<file path="src/rtl/decodificador_mes_bcd.sv">
// decodificador_mes_bcd
// Receive side of the month data path: takes a 2-digit BCD month byte
// (8'h01..8'h12), validates it and converts it to the binary month index
// 0..11 (January = 0) consumed by the month up/down counter.
// Request/ready handshake, 4-cycle sequence IDLE -> CHECK -> CONV -> DONE,
// one-cycle done pulse and mutually exclusive error flags.
// Optional build macro: DECOD_MES_SATURA_EN -- out-of-range BCD-legal values
// saturate to the nearest legal index instead of leaving mes_idx untouched.
module decodificador_mes_bcd #(
    parameter int unsigned MES_MIN = 1,
    parameter int unsigned MES_MAX = 12
) (
    input  logic       clk,
    input  logic       reset,
    input  logic [7:0] data_MES_in,
    input  logic       load_req,
    output logic       ready,
    output logic [3:0] mes_idx,
    output logic       mes_valid,
    output logic       done,
    output logic       err_bcd,
    output logic       err_rango
);

    typedef enum logic [1:0] {
        ST_IDLE,
        ST_CHECK,
        ST_CONV,
        ST_DONE
    } estado_t;

    localparam logic [6:0] MIN_B = 7'(MES_MIN);
    localparam logic [6:0] MAX_B = 7'(MES_MAX);

    estado_t    state_q;
    logic [7:0] dato_q;
    logic       chk_err_bcd_q;
    logic [6:0] bin_q;

    logic       ready_q;
    logic [3:0] mes_idx_q;
    logic       mes_valid_q;
    logic       done_q;
    logic       err_bcd_q;
    logic       err_rango_q;

    // Digit split of the captured byte.
    logic [3:0] decenas;
    logic [3:0] unidades;
    assign decenas  = dato_q[7:4];
    assign unidades = dato_q[3:0];

    // CHECK-stage results: digit legality and tens*10 + units built from shifts.
    logic       err_bcd_d;
    logic [6:0] decenas_ext;
    logic [6:0] bin_d;
    assign err_bcd_d   = (decenas > 4'd9) | (unidades > 4'd9);
    assign decenas_ext = {3'b000, decenas};
    assign bin_d       = (decenas_ext << 3) + (decenas_ext << 1) + {3'b000, unidades};

    // CONV-stage results: range check and index, only meaningful without a BCD error.
    logic       fuera_rango;
    logic       err_rango_d;
    logic [3:0] idx_d;
    assign fuera_rango = (bin_q < MIN_B) | (bin_q > MAX_B);
    assign err_rango_d = !chk_err_bcd_q & fuera_rango;
    assign idx_d       = 4'(bin_q - MIN_B);

`ifdef DECOD_MES_SATURA_EN
    localparam logic [3:0] IDX_SAT_MAX = 4'(MES_MAX - MES_MIN);
    logic [3:0] idx_sat;
    assign idx_sat = (bin_q < MIN_B) ? 4'd0 : IDX_SAT_MAX;
`endif

    // Sequencer: capture, check, convert, publish; all outputs registered here.
    always_ff @(posedge clk) begin
        if (!reset) begin
            // NOTE: the captured byte and intermediates are reset too, so an
            // aborted request leaves no stale data behind and lint sees no X source.
            state_q       <= ST_IDLE;
            dato_q        <= '0;
            chk_err_bcd_q <= 1'b0;
            bin_q         <= '0;
            ready_q       <= 1'b1;
            mes_idx_q     <= '0;
            mes_valid_q   <= 1'b0;
            done_q        <= 1'b0;
            err_bcd_q     <= 1'b0;
            err_rango_q   <= 1'b0;
        end else begin
            // NOTE: non-blocking assignments throughout, so every register
            // samples the values from before this edge regardless of order.
            case (state_q)
                ST_IDLE: begin
                    done_q <= 1'b0;
                    if (load_req) begin
                        dato_q  <= data_MES_in;
                        ready_q <= 1'b0;
                        state_q <= ST_CHECK;
                    end
                end
                ST_CHECK: begin
                    chk_err_bcd_q <= err_bcd_d;
                    bin_q         <= err_bcd_d ? 7'd0 : bin_d;
                    state_q       <= ST_CONV;
                end
                ST_CONV: begin
                    done_q      <= 1'b1;
                    err_bcd_q   <= chk_err_bcd_q;
                    err_rango_q <= err_rango_d;
                    if (!chk_err_bcd_q && !fuera_rango) begin
                        mes_idx_q   <= idx_d;
                        mes_valid_q <= 1'b1;
                    end
`ifdef DECOD_MES_SATURA_EN
                    else if (err_rango_d) begin
                        mes_idx_q   <= idx_sat;
                        mes_valid_q <= 1'b1;
                    end
`endif
                    state_q <= ST_DONE;
                end
                ST_DONE: begin
                    done_q  <= 1'b0;
                    ready_q <= 1'b1;
                    state_q <= ST_IDLE;
                end
                // NOTE: explicit default keeps the case full; a clocked block
                // cannot infer latches, but this recovers from any illegal code.
                default: begin
                    done_q  <= 1'b0;
                    ready_q <= 1'b1;
                    state_q <= ST_IDLE;
                end
            endcase
        end
    end

    assign ready     = ready_q;
    assign mes_idx   = mes_idx_q;
    assign mes_valid = mes_valid_q;
    assign done      = done_q;
    assign err_bcd   = err_bcd_q;
    assign err_rango = err_rango_q;

endmodule

</file>
<file path="config.mk">
export PLATFORM = sky130hd
export DESIGN_NAME = decodificador_mes_bcd
export DESIGN_NICKNAME = d
export VERILOG_FILES = /design/src/rtl/decodificador_mes_bcd.sv
export SDC_FILE = /design/constraint.sdc
export NUM_CORES = 1
export LEC_CHECK = 0
export ABC_AREA = 1
export BUFFER_PORTS_ARGS = -buffer_cell sky130_fd_sc_hd__buf_4
export CAP_MARGIN = 5
export CORE_UTILIZATION = 60
export CTS_BUF_LIST = sky130_fd_sc_hd__clkbuf_8
export DETAILED_ROUTE_END_ITERATION = 8
export GPL_TIMING_DRIVEN = 0
export HOLD_SLACK_MARGIN = 0.15
export PLACE_DENSITY = 0.83
export SYNTH_ARGS = -nofsm -noshare
export SYNTH_HDL_FRONTEND = slang
export SYNTH_SLANG_ARGS = --single-unit
</file>
<file path="constraint.sdc">
create_clock -name clk -period 2.7 [get_ports clk]
set_input_delay 0.135 -clock clk [delete_from_list [all_inputs] [get_ports clk]]
set_output_delay 0.135 -clock clk [all_outputs]
set_load 0.03 [all_outputs]
</file>
==> results.py <==
metrics = {
    "run_status": {
        "status": "finished, final reports clean",
    },
    "timing": {
        "fmax_ghz": 0.4746,
        "worst_pin_slew_ns": 0.4739,
        "finalClockSkew_ns": 0.007611,
        "max-slew-margin-rel_pct": 68.41,
        "setup_tns_ns": 0,
        "finalHoldViolations": 0,
        "slew_violations": 0,
        "fin_crit_sh_pct": 78.04,
        "setup_viol": 0,
        "period_minus_slack_ns": 2.107,
        "rsz0062_at_grt": "no",
    },
    "setup_path": {
        "endpoint_kind": "flop",
        "path_delay_family": "adder cells",
        "worstSetupPathType": "flop to flop",
        "cp_common_cell": "nand3_1",
        "cp.required_ns": 2.91,
        "reg2reg_from": "dato_q[3]",
        "cp-startpoint": "dato_q[3]",
        "critPathMaxStageDelay_ns": 0.56,
        "arrival_ns": 2.32,
        "crit_path_top_delay_cell": "fa_1",
        "cp-start-kind": "flop",
        "cp_num_buf_inv": 2,
        "cp_max_fo": 3,
        "cp_cell_sequence": "inv_1 -> fa_1 -> inv_1 -> fa_1 -> nand3_1 -> nand3_1 -> nand2_1 -> nand3_1 -> a21oi_1",
    },
    "min_path": {
        "hp-class": "input port to flop",
        "holdCritStartpoint": "data_MES_in[3]",
    },
    "drt": {
        "vias": 1305,
        "drcViolationCount": 0,
        "drtIter0Drc": 27,
        "routed_via_density": 5.460,
        "wl_per_cell_microns": 12.73,
        "drtPass1Iterations": 5,
        "ant_nets": 0,
        "routed_wl_mm": 3.043,
    },
    "floorplan": {
        "die_w_microns": 49.74,
        "core_area_sq_um": 2042,
        "start_util_pct": 66.97,
        "die_y_microns": 49.74,
        "top_level_ports": 20,
        "rows": 16,
        "dieArea_sq_um": 2474,
    },
    "grt": {
        "first_global_vias": 1201,
        "grt_max_degree": 16,
        "grt_overflow": 0,
        "grt_usage_pct": 27.51,
        "antenna_found_initial": 0,
        "grt_pass1_wl_mm": 5.112,
    },
    "cts": {
        "numCtsBuffers": 3,
        "cts_sinks": 27,
        "clk_latency_ns": 0.28,
        "cts_root_buffer": "clkbuf_8",
        "postCtsSetupBuffers": 0,
        "clk_pin_slew_ns": 0.10,
        "h-tree-depth": 1,
        "clockBufferDepth": 2,
        "cts_tree": "yes",
    },
    "finish": {
        "fin_nets": 238,
        "drive_gt1_share_pct": 14.15,
        "most-common-layout-cells": "nand2_1, inv_1, dfxtp_1",
        "multi_input_area_sq_um": 704.4,
        "post-route-util_pct": 83.27,
        "diodes": 0,
        "areaGrowthSynthToFinish_pct": 24.34,
        "seqCellArea_sq_um": 540.5,
        "layout_commonest_cell": "nand2_1",
        "nFillCells": 115,
        "final_cells": 239,
    },
    "logic_synthesis": {
        "synth_seq_cells": 27,
        "netlist_area_sq_um": 1368,
        "avgSynthCellArea_sq_um": 7.683,
        "ys_top_cells_by_area": "dfxtp_1, ha_1, nand2_1, inv_1, a21oi_1",
        "synth_top_area_share_pct": 39.52,
        "yosys.area.top_type": "dfxtp_1",
        "syn_inst": 178,
        "ys_warn_count": 0,
        "syn-num-nets": 203,
        "seq_area_frac_synth_pct": 39.52,
        "post_synth_num_cell_types": 21,
    },
    "place": {
        "port_buffers": 19,
        "dp_hpwl_mm": 2.043,
        "dp.cells": 224,
        "routabilityCongestion": 0.8030,
    },
    "power": {
        "ir_worst_vdd_mv": 0.7838,
        "cellLeakagePower_nw": 0.8085,
        "power.density_nw_per_um2": 955.6,
        "total_power_mw": 1.625,
    },
    "run": {
        "drv_cap": 0,
    },
}
## final timing paths
check,end,slack (ns),cells past startpoint
setup / recovery,bin_q[6],0.59,9
hold / removal,dato_q[3],0.13,3
setup reg to reg,bin_q[6],0.59,9
hold reg to reg,mes_valid,0.46,2
## per-layer routing
metal	wire, microns	track usage, %	up-vias
met1	1205	29.17	605
met5	0	0	-
met4	137	15.24	0
li1	-	-	636
met3	127	3.704	17
met2	1572	51.35	47
## where the power goes
| group | switching (mW) | internal, mW | total (mW) |
|---|---|---|---|
| Clock | 0.130 | 0.104 | 0.234 |
| Combinational | 0.498 | 0.290 | 0.789 |
| Sequential | 0.0874 | 0.515 | 0.602 |
| Total | 0.716 | 0.909 | 1.62 |
## flip-flops by register name, summed over array words and instances (netlist names)
register	flops
mes_idx	4
mes_valid	1
ready	1
err_rango	1
state_q	2
chk_err_bcd_q	1
err_bcd	1
dato_q	8
bin_q	7
done	1
## through the flow
stage	setup slack (ns)	hold slack [ns]	instance area (sq um)
after floorplan	0.8650	0.2734	1368
final	0.5929	0.1347	1700
after global placement	0.7757	0.3912	1544
after CTS	0.6395	0.1509	1700
after global routing	0.5007	0.1755	1700
after detailed placement	0.6972	0.3965	1544
## cell usage after synthesis
cell	number
a21oi_1	16
a221oi_1	1
buf_2	2
clkbuf_1	1
dfxtp_1	27
fa_1	2
ha_1	12
inv_1	29
nand2_1	34
nand3_1	5
nand3_2	1
nand3_4	1
nand3b_1	1
nand4_1	5
nor2_1	21
nor2_4	3
o21ai_0	13
o21ai_1	1
or2_1	1
xnor2_1	1
xor2_1	1
## what timing repair did
action / in CTS / in global routing
gates resized for setup: 0 / 0
hold buffers: 11 / 0
endpoints found under the hold margin: 8 / 0
## final cells by class
type / count / share of cell area, %
clock buffer: 3 / 2.428
clock inverter: 1 / 0.2943
buffer: 3 / 0.8094
multi-input combinational: 119 / 41.43
sequential: 27 / 31.79
tap: 27 / 1.987
timing repair buffer: 30 / 14.86
inverter: 29 / 6.402
## worst reg2reg max path, delay by kind of cell (launching register included)
family	cells	cell delay (ns)
and+or+nand+nor	4	0.36
buffers and inverters	2	0.18
adders and majority gates	2	1.03
DFF	1	0.34
AOI/OAI and AO/OA	1	0.13
## kinds of logic (layout without fill, tap and decap cells)
group	after synthesis	in the layout	synth area share, %
simple gates	72	72	24.70
xor+xnor	2	2	1.281
compound gates	31	31	11.62
flops	27	27	39.52
fa+ha+maj	14	14	13.91
buf+inv	32	66	8.966
Note: power is estimated with default switching activity, not from simulation.
